$ cat src/rtl/mem_dma_pkg.sv
// Shared types and constants for the mem_dma word-copy engine.
// Optional fill mode is enabled by defining MEM_DMA_FILL_EN.
package mem_dma_pkg;

  localparam int LENW_DEF = 16;
  localparam logic [3:0] WSTRB_FULL = 4'hF;

  typedef enum logic [1:0] {
    S_IDLE  = 2'd0,
    S_RUN   = 2'd1,
    S_DRAIN = 2'd2,
    S_FIN   = 2'd3
  } state_t;

endpackage

$ cat src/rtl/mem_dma.sv
// Word copy/fill DMA initiator over a 1-cycle-latency read port and a no-backpressure write port.
// Fill mode exists only when MEM_DMA_FILL_EN is defined; otherwise fill/pattern are ignored.
module mem_dma
  import mem_dma_pkg::*;
#(
  parameter int LENW = LENW_DEF
) (
  input  logic            clk,
  input  logic            resetb,
  input  logic            start,
  input  logic [31:2]     src,
  input  logic [31:2]     dst,
  input  logic [LENW-1:0] len,
  input  logic            fill,
  input  logic [31:0]     pattern,
  output logic            busy,
  output logic            done,
  output logic            rready,
  output logic [31:2]     raddr,
  input  logic            rresp,
  input  logic [31:0]     rdata,
  output logic            wready,
  output logic [31:2]     waddr,
  output logic [31:0]     wdata,
  output logic [3:0]      wstrb
);

  state_t          r_state;
  logic [31:2]     r_src;
  logic [31:2]     r_dst;
  logic [LENW-1:0] r_len;
  logic [LENW-1:0] r_cnt;
  logic [LENW-1:0] r_ridx;
  logic            r_rd_out;

  logic            w_fill;
  logic [31:0]     w_pat;
  logic            w_run;
  logic            w_act;
  logic            w_last;
  logic            w_rd;
  logic            w_wr;

`ifdef MEM_DMA_FILL_EN
  logic        r_fill;
  logic [31:0] r_pat;

  always_ff @(posedge clk or negedge resetb) begin
    if (!resetb) begin
      r_fill <= 1'b0;
      r_pat  <= '0;
    end else if (r_state == S_IDLE && start) begin
      r_fill <= fill;
      r_pat  <= pattern;
    end
  end

  assign w_fill = r_fill;
  assign w_pat  = r_pat;
`else
  logic w_unused_fill;

  assign w_unused_fill = ^{fill, pattern};
  assign w_fill        = 1'b0;
  assign w_pat         = '0;
`endif

  assign w_run  = (r_state == S_RUN);
  assign w_act  = w_run | (r_state == S_DRAIN);
  assign w_last = (r_cnt == r_len - LENW'(1));
  assign w_rd   = w_run & ~w_fill;

  // Copy writes are slaved to the read response; fill writes run freely.
  assign w_wr = w_fill ? w_run : (w_act & r_rd_out & rresp);

  assign busy   = w_act;
  assign done   = (r_state == S_FIN);
  assign rready = w_rd;
  assign raddr  = r_src + 30'(r_cnt);
  assign wready = w_wr;
  assign waddr  = r_dst + 30'(w_fill ? r_cnt : r_ridx);
  assign wdata  = w_fill ? w_pat : rdata;
  assign wstrb  = WSTRB_FULL;

  always_ff @(posedge clk or negedge resetb) begin
    if (!resetb) begin
      r_state  <= S_IDLE;
      r_src    <= '0;
      r_dst    <= '0;
      r_len    <= '0;
      r_cnt    <= '0;
      r_ridx   <= '0;
      r_rd_out <= 1'b0;
    end else begin
      r_rd_out <= w_rd;
      if (w_rd) r_ridx <= r_cnt;
      unique case (r_state)
        S_IDLE: begin
          if (start) begin
            r_src   <= src;
            r_dst   <= dst;
            r_len   <= len;
            r_cnt   <= '0;
            r_state <= (len == '0) ? S_FIN : S_RUN;
          end
        end
        S_RUN: begin
          r_cnt <= r_cnt + LENW'(1);
          if (w_last) r_state <= w_fill ? S_FIN : S_DRAIN;
        end
        S_DRAIN: begin
          if (w_wr) r_state <= S_FIN;
        end
        S_FIN: begin
          r_state <= S_IDLE;
        end
        default: begin
          r_state <= S_IDLE;
        end
      endcase
    end
  end

endmodule

$ cat config.mk
export PLATFORM = sky130hd
export DESIGN_NAME = mem_dma
export DESIGN_NICKNAME = d
export VERILOG_FILES = /design/src/rtl/mem_dma_pkg.sv /design/src/rtl/mem_dma.sv
export SDC_FILE = /design/constraint.sdc
export NUM_CORES = 1
export LEC_CHECK = 0
export CAP_MARGIN = 5
export CORE_UTILIZATION = 55
export CTS_CLUSTER_DIAMETER = 150
export DETAILED_ROUTE_END_ITERATION = 16
export DONT_BUFFER_PORTS = 1
export GPL_TIMING_DRIVEN = 0
export PLACE_DENSITY = 0.82
export SETUP_SLACK_MARGIN = 0.4
export SLEW_MARGIN = 20
export SYNTH_ARGS = -nofsm -noshare
export SYNTH_HDL_FRONTEND = slang
export SYNTH_SLANG_ARGS = --single-unit
$ cat constraint.sdc
create_clock -name clk -period 2.7 [get_ports clk]
set_input_delay 0.54 -clock clk [delete_from_list [all_inputs] [get_ports clk]]
set_output_delay 0.54 -clock clk [all_outputs]
set_load 0.05 [all_outputs]
==> results of run 1 <==
registers in the layout (all words and copies together) (netlist names):
name	cells
r_len	16
r_src	30
r_cnt	16
r_rd_out	1
r_ridx	16
r_state	2
r_dst	30
worst max-delay path by stage:
| stage | cells past startpoint | end | from | slack [ns] |
|---|---|---|---|---|
| after floorplan | 10 | waddr[22] | r_dst[2] | -0.41 |
| after global placement | 8 | waddr[26] | r_dst[4] | -0.76 |
| after detailed placement | 10 | waddr[28] | r_dst[2] | -0.78 |
| after CTS | 11 | waddr[28] | r_dst[2] | -0.84 |
| after global routing | 11 | waddr[28] | r_dst[2] | -1.05 |
| final | 11 | waddr[28] | r_dst[2] | -0.99 |
final cells by class:
| cell class | instances | share of cell area (%) |
|---|---|---|
| sequential | 111 | 26.70 |
| clock buffer | 9 | 2.145 |
| clock inverter | 7 | 1.359 |
| buffer | 53 | 3.325 |
| timing repair buffer | 74 | 6.567 |
| multi-input combinational | 499 | 57.09 |
| tap | 172 | 2.050 |
| inverter | 18 | 0.7151 |
| antenna | 2 | 0.04768 |
Yosys cell counts, drive strengths merged, types with 2 or more instances:
library cell	instances	area, um^2
xor2	35	306.5
dfrtp	111	2778
or3	4	25.02
a32oi	2	25.03
a211o	2	17.52
nor2b	7	43.79
inv	18	67.56
a21o	13	97.59
a31oi	4	25.02
nor4	7	56.30
nor2	43	161.4
a211oi	4	30.03
o21bai	6	45.04
buf	47	316.5
and4	4	35.03
o22ai	2	12.51
nand2	31	116.4
nor4b	2	32.53
nor3	15	75.07
nor3b	4	30.03
mux2i	3	30.03
a22o	2	17.52
nand3	21	105.1
mux2	91	1025
a21oi	24	120.1
o2111ai	2	17.52
fa	2	40.04
and3	11	68.82
o21a	7	52.55
xnor2	51	446.7
clkbuf	6	22.52
ha	38	475.5
nand2b	9	58.81
o21ai	22	110.1
nand4	8	50.05
or4	3	30.03
kinds of logic after synthesis:
group | after synthesis | share of synthesized area, %
flip-flops | 111 | 38.94
AND/OR/NAND/NOR | 173 | 12.87
other | 1 | 0.05257
AO/OA/AOI/OAI | 102 | 9.858
buffers and inverters | 71 | 5.701
adder cells (fa/ha/maj) | 40 | 7.227
XOR/XNOR | 86 | 10.56
multiplexers | 94 | 14.79
metal layers:
metal  wire [um]  GRT usage (%)
met4         993          14.96
met1        7904          34.50
met2       11720          53.81
met5           0              0
met3        1788          9.257
placed cells by master (no fill, tap or decap), types with 13 or more instances in the layout:
master / n
dfrtp_1: 91
nor2_1: 31
nand2_1: 21
buf_6: 19
ha_4: 22
a21o_1: 13
xor2_1: 15
xor2_4: 19
dfrtp_2: 20
nand3_1: 13
xnor2_1: 19
buf_4: 87
xnor2_4: 32
mux2_2: 91
timing repair:
action	4_1_cts	5_1_grt
gates resized for setup	113	57
endpoints found under the hold margin	111	111
gates cloned	0	0
pin swaps	78	55
endpoints found under the setup margin	102	111
setup buffers	42	32
worst max-delay path, cell delays in order, from the launching register on:
cell	delay, ns
dfrtp_1	0.43
ha_4	0.17
inv_2	0.04
fa_2	0.38
nor2b_4	0.15
o31a_1	0.23
o41ai_2	0.09
a21oi_2	0.27
a311oi_4	0.15
buf_12	0.18
nor3b_4	0.28
xor2_4	0.41
where the power goes:
group	total (mW)	switching, mW	internal [mW]
Sequential	3.31	0.970	2.34
Combinational	8.66	5.24	3.41
Clock	1.66	0.653	1.01
Total	13.6	6.87	6.76
through the flow:
step	power [mW]	cell area [um^2]	setup slack, ns	std cells
after floorplan	9.208	8383	-0.4113	681
after global placement	9.858	8598	-0.7594	853
after detailed placement	10.09	8606	-0.7820	853
after CTS	12.84	10020	-0.8379	911
after global routing	14.15	10500	-1.045	944
final	13.63	10500	-0.9900	945
==> results.sh, run 1 <==
export IMPL_setup_ws_ns=-0.9900
export IMPL_clockRootBuffer="clkbuf_16"
export IMPL_cp_start_kind="flop"
export IMPL_nNetsFinal=951
export IMPL_vias=5859
export IMPL_design_portCount=245
export IMPL_antenna_found_initial=1
export IMPL_die_w_um=115.9
export IMPL_seqCellArea_um2=2803
export IMPL_wl_per_cell_um=23.70
export IMPL_tns_ns=-33.60
export IMPL_vias_per_cell=6.200
export IMPL_initial_core_util_pct=56.52
export IMPL_end_kind="output pin"
export IMPL_grt_pass1_vias=5869
export IMPL_r2r_start="r_state[1]"
export IMPL_grt_total_usage_pct=30.89
export IMPL_fill_cells=629
export IMPL_synthArstFlopShare_pct=100.0
export IMPL_final_util_pct=83.18
export IMPL_hp_class="input port to async pin"
export IMPL_reg2reg_slack_ns=0.48
export IMPL_first_pass_iters=5
export IMPL_hpwl_um=12930
export IMPL_rsz0062_at_grt="yes"
export IMPL_gp_congestion=0.8971
export IMPL_cts_tree="yes"
export IMPL_htree_num_levels=3
export IMPL_peakVddDrop_mv=0.7116
export IMPL_ys_seq_area_share_pct=38.94
export IMPL_placementRows=41
export IMPL_synth_flop_cell="dfrtp_1"
export IMPL_clkLatencyLatePin_ns=0.37
export IMPL_yosysWarnings=0
export IMPL_path_max_fanout=7
export IMPL_clockBufferDepth=2
export IMPL_cp_required_ns=2.16
export IMPL_min_period_over_period_pct=136.7
export IMPL_clkSlewWorstSetupHoldPaths_ns=0.08
export IMPL_dieHeight_um=115.9
export IMPL_drive_gt1_share_pct=55.51
export IMPL_dr_first_iter_drc_count=423
export IMPL_reg2regPathDepth=9
export IMPL_design_die_area_um2=13430
export IMPL_syn_inst=678
export IMPL_synth_edff_count=0
export IMPL_synth_cell_types=61
export IMPL_skew_ns=0.008347
export IMPL_arrival_ns=3.15
export IMPL_fin_crit_ns=3.690
export IMPL_avgSynthCellArea_um2=10.52
export IMPL_grt_pass1_wl_um=30880
export IMPL_tightest_slew_ns=1.112
export IMPL_core_area_um2=12620
export IMPL_cts_sinks=111
export IMPL_p_per_area_nw_per_um2=1298
export IMPL_syn_area_um2=7133
export IMPL_leakagePower_nw=4.430
export IMPL_violations="hold timing, setup timing"
export IMPL_yosys_register_bits=111
export IMPL_numCtsBuffers=9
export IMPL_grt_max_degree=112
export IMPL_cap_violations=0
export IMPL_r2r_end="r_state[1]"
export IMPL_multi_input_area_um2=5993
export IMPL_finalHoldViolations=111
export IMPL_status="complete, but fails checks"
export IMPL_setup_violations=53
export IMPL_port_buffer_count=0
export IMPL_worstSetupPathType="flop to output pin"
export IMPL_finalHoldWorstSlack_ns=-0.1386
export IMPL_syn_to_final_growth_pct=47.17
export IMPL_routed_wirelength_um=22400
export IMPL_slew_violations=0
export IMPL_drc=0
export IMPL_max_freq_ghz=0.2710
export IMPL_slew_limit_headroom_pct=25.34
export IMPL_detail_route_antenna_nets=0
export IMPL_grt_overflow=0
Note: power is estimated with default switching activity, not from simulation.
==> run 2: changes to the inputs <==
--- a/config.mk
+++ b/config.mk
@@ -6,6 +6,7 @@
 export NUM_CORES = 1
 export LEC_CHECK = 0
 export CAP_MARGIN = 5
+export CORE_MARGIN = 5
 export CORE_UTILIZATION = 55
 export CTS_CLUSTER_DIAMETER = 150
 export DETAILED_ROUTE_END_ITERATION = 16
==> results.sh, run 2 (synthesis results as in run 1) <==
export IMPL_htree_num_levels=3
export IMPL_hp_class="input port to async pin"
export IMPL_slew_violations=0
export IMPL_fin_crit_ns=3.619
export IMPL_design_portCount=245
export IMPL_clockBufferDepth=2
export IMPL_syn_to_final_growth_pct=48.61
export IMPL_grt_overflow=0
export IMPL_dieHeight_um=123.9
export IMPL_final_cells=953
export IMPL_r2r_start="r_state[0]"
export IMPL_initial_core_util_pct=56.30
export IMPL_tns_ns=-31.53
export IMPL_top_regs="r_dst x30, r_src x30"
export IMPL_grt_pass1_vias=6029
export IMPL_power_switching_mw=7.002
export IMPL_leakagePower_nw=4.481
export IMPL_first_pass_iters=7
export IMPL_comb_power_share_pct=64.7
export IMPL_path_max_fanout=2
export IMPL_dp_cells=853
export IMPL_drc=0
export IMPL_final_cell_mix="dfrtp_1, mux2_2, buf_4"
export IMPL_cts_tree="yes"
export IMPL_finalHoldWorstSlack_ns=-0.1319
export IMPL_slew_limit_headroom_pct=58.02
export IMPL_placed_area_um2=8606
export IMPL_grt_pass1_wl_um=33160
export IMPL_grt_max_degree=112
export IMPL_die_w_um=123.9
export IMPL_p_seq_share_pct=24.8
export IMPL_cp_required_ns=2.16
export IMPL_numCtsBuffers=9
export IMPL_hpwl_um=13920
export IMPL_violations="hold timing, setup timing"
export IMPL_clkSlewWorstSetupHoldPaths_ns=0.08
export IMPL_antenna_found_initial=1
export IMPL_vias=5911
export IMPL_routed_wirelength_um=23400
export IMPL_port_buffer_count=0
export IMPL_wl_per_cell_um=24.55
export IMPL_clkLatencyLatePin_ns=0.36
export IMPL_p_per_area_nw_per_um2=1278
export IMPL_clkPwrFrac_pct=10.5
export IMPL_min_period_over_period_pct=134.0
export IMPL_peakVddDrop_mv=0.7107
export IMPL_netSwitchingFraction_pct=51.69
export IMPL_status="complete, but fails checks"
export IMPL_skew_ns=0.009470
export IMPL_dr_first_iter_drc_count=589
export IMPL_core_area_um2=12670
export IMPL_gp_congestion=0.8538
export IMPL_worstSetupPathType="flop to output pin"
export IMPL_clockRootBuffer="clkbuf_16"
export IMPL_max_freq_ghz=0.2763
export IMPL_arrival_ns=3.08
export IMPL_grt_total_usage_pct=28.36
export IMPL_design_die_area_um2=15350
export IMPL_rsz0062_at_grt="yes"
export IMPL_cp_start_kind="flop"
export IMPL_drive_gt1_share_pct=55.84
export IMPL_finalHoldViolations=111
export IMPL_vias_per_cell=6.203
export IMPL_detail_route_antenna_nets=0
export IMPL_placementRows=41
export IMPL_cts_sinks=111
export IMPL_tightest_slew_ns=0.6296
export IMPL_internal_power_mw=6.544
export IMPL_cap_violations=0
export IMPL_startpoint="r_ridx[0]"
export IMPL_finalInstanceArea_um2=10600
export IMPL_setup_violations=52
export IMPL_nNetsFinal=959
export IMPL_setup_ws_ns=-0.9193
export IMPL_end_kind="output pin"
export IMPL_final_common_cell="dfrtp_1"
## run 2: final timing paths
check                           slack [ns]  cells after the start   endpoint
worst max-delay path                 -0.92                     13  waddr[16]
worst min-delay path                 -0.13                      0   r_rd_out
worst max register to register        0.45                      7  r_dst[12]
worst min register to register        0.53                      1  r_src[16]
max in group asynchronous             2.70                      0   r_src[9]
min in group clk                      0.32                      1   r_src[2]
## run 2: per-layer routing
layer | GRT usage, % | wire, um | vias to the layer above
met5 | 0 | 0 | -
met4 | 11.14 | 752 | 0
met2 | 50.79 | 12590 | 290
met3 | 5.495 | 1478 | 67
met1 | 33.43 | 8583 | 2973
li1 | - | - | 2581
## run 2: stage by stage
step / utilization [%] / setup WS [ns] / hold WS, ns / total power, mW
after CTS: 79.79 / -0.7979 / -0.1390 / 12.75
after detailed placement: 67.92 / -0.7803 / 0.2488 / 10.14
final: 83.66 / -0.9193 / -0.1319 / 13.55
after floorplan: - / -0.4113 / 0.2444 / 9.208
after global placement: 67.86 / -0.7838 / 0.2486 / 9.871
after global routing: 83.64 / -0.9908 / -0.1462 / 14.07
## run 2: cell type report
type                       instances  area [um^2]
fill                             609         2071
clock inverter                     7        85.08
inverter                          18        77.57
tap                              172        215.2
antenna                            2        5.005
clock buffer                       9        225.2
multi-input combinational        499         6076
sequential                       111         2799
buffer                            53        350.3
timing repair buffer              82        767.0
## run 2: worst max-delay path: stages (launching register included)
cell and delay [ns]:
dfrtp_1 0.38, ha_2 0.22, inv_2 0.04, fa_2 0.34
nor2b_2 0.14, o31a_1 0.22, o41ai_4 0.09, a21oi_2 0.27
buf_4 0.16, buf_6 0.08, buf_6 0.09, a21o_1 0.17
a21oi_4 0.09, xnor2_4 0.40
## run 2: power by group through the flow
stage          combinational (mW)  clock (mW)  sequential, mW
6_report                     8.76        1.42            3.37
5_1_grt                      9.12        1.52            3.44
4_1_cts                      8.01        1.43            3.31
3_5_place_dp                 6.90           0            3.24
3_3_place_gp                 6.70           0            3.17
2_1_floorplan                6.18           0            3.03
## run 2: timing repair
action | in CTS | in global routing
hold endpoints to repair | 111 | 111
resized for setup | 134 | 50
setup buffers | 45 | 37
setup endpoints to repair | 102 | 111
pin swaps | 86 | 57
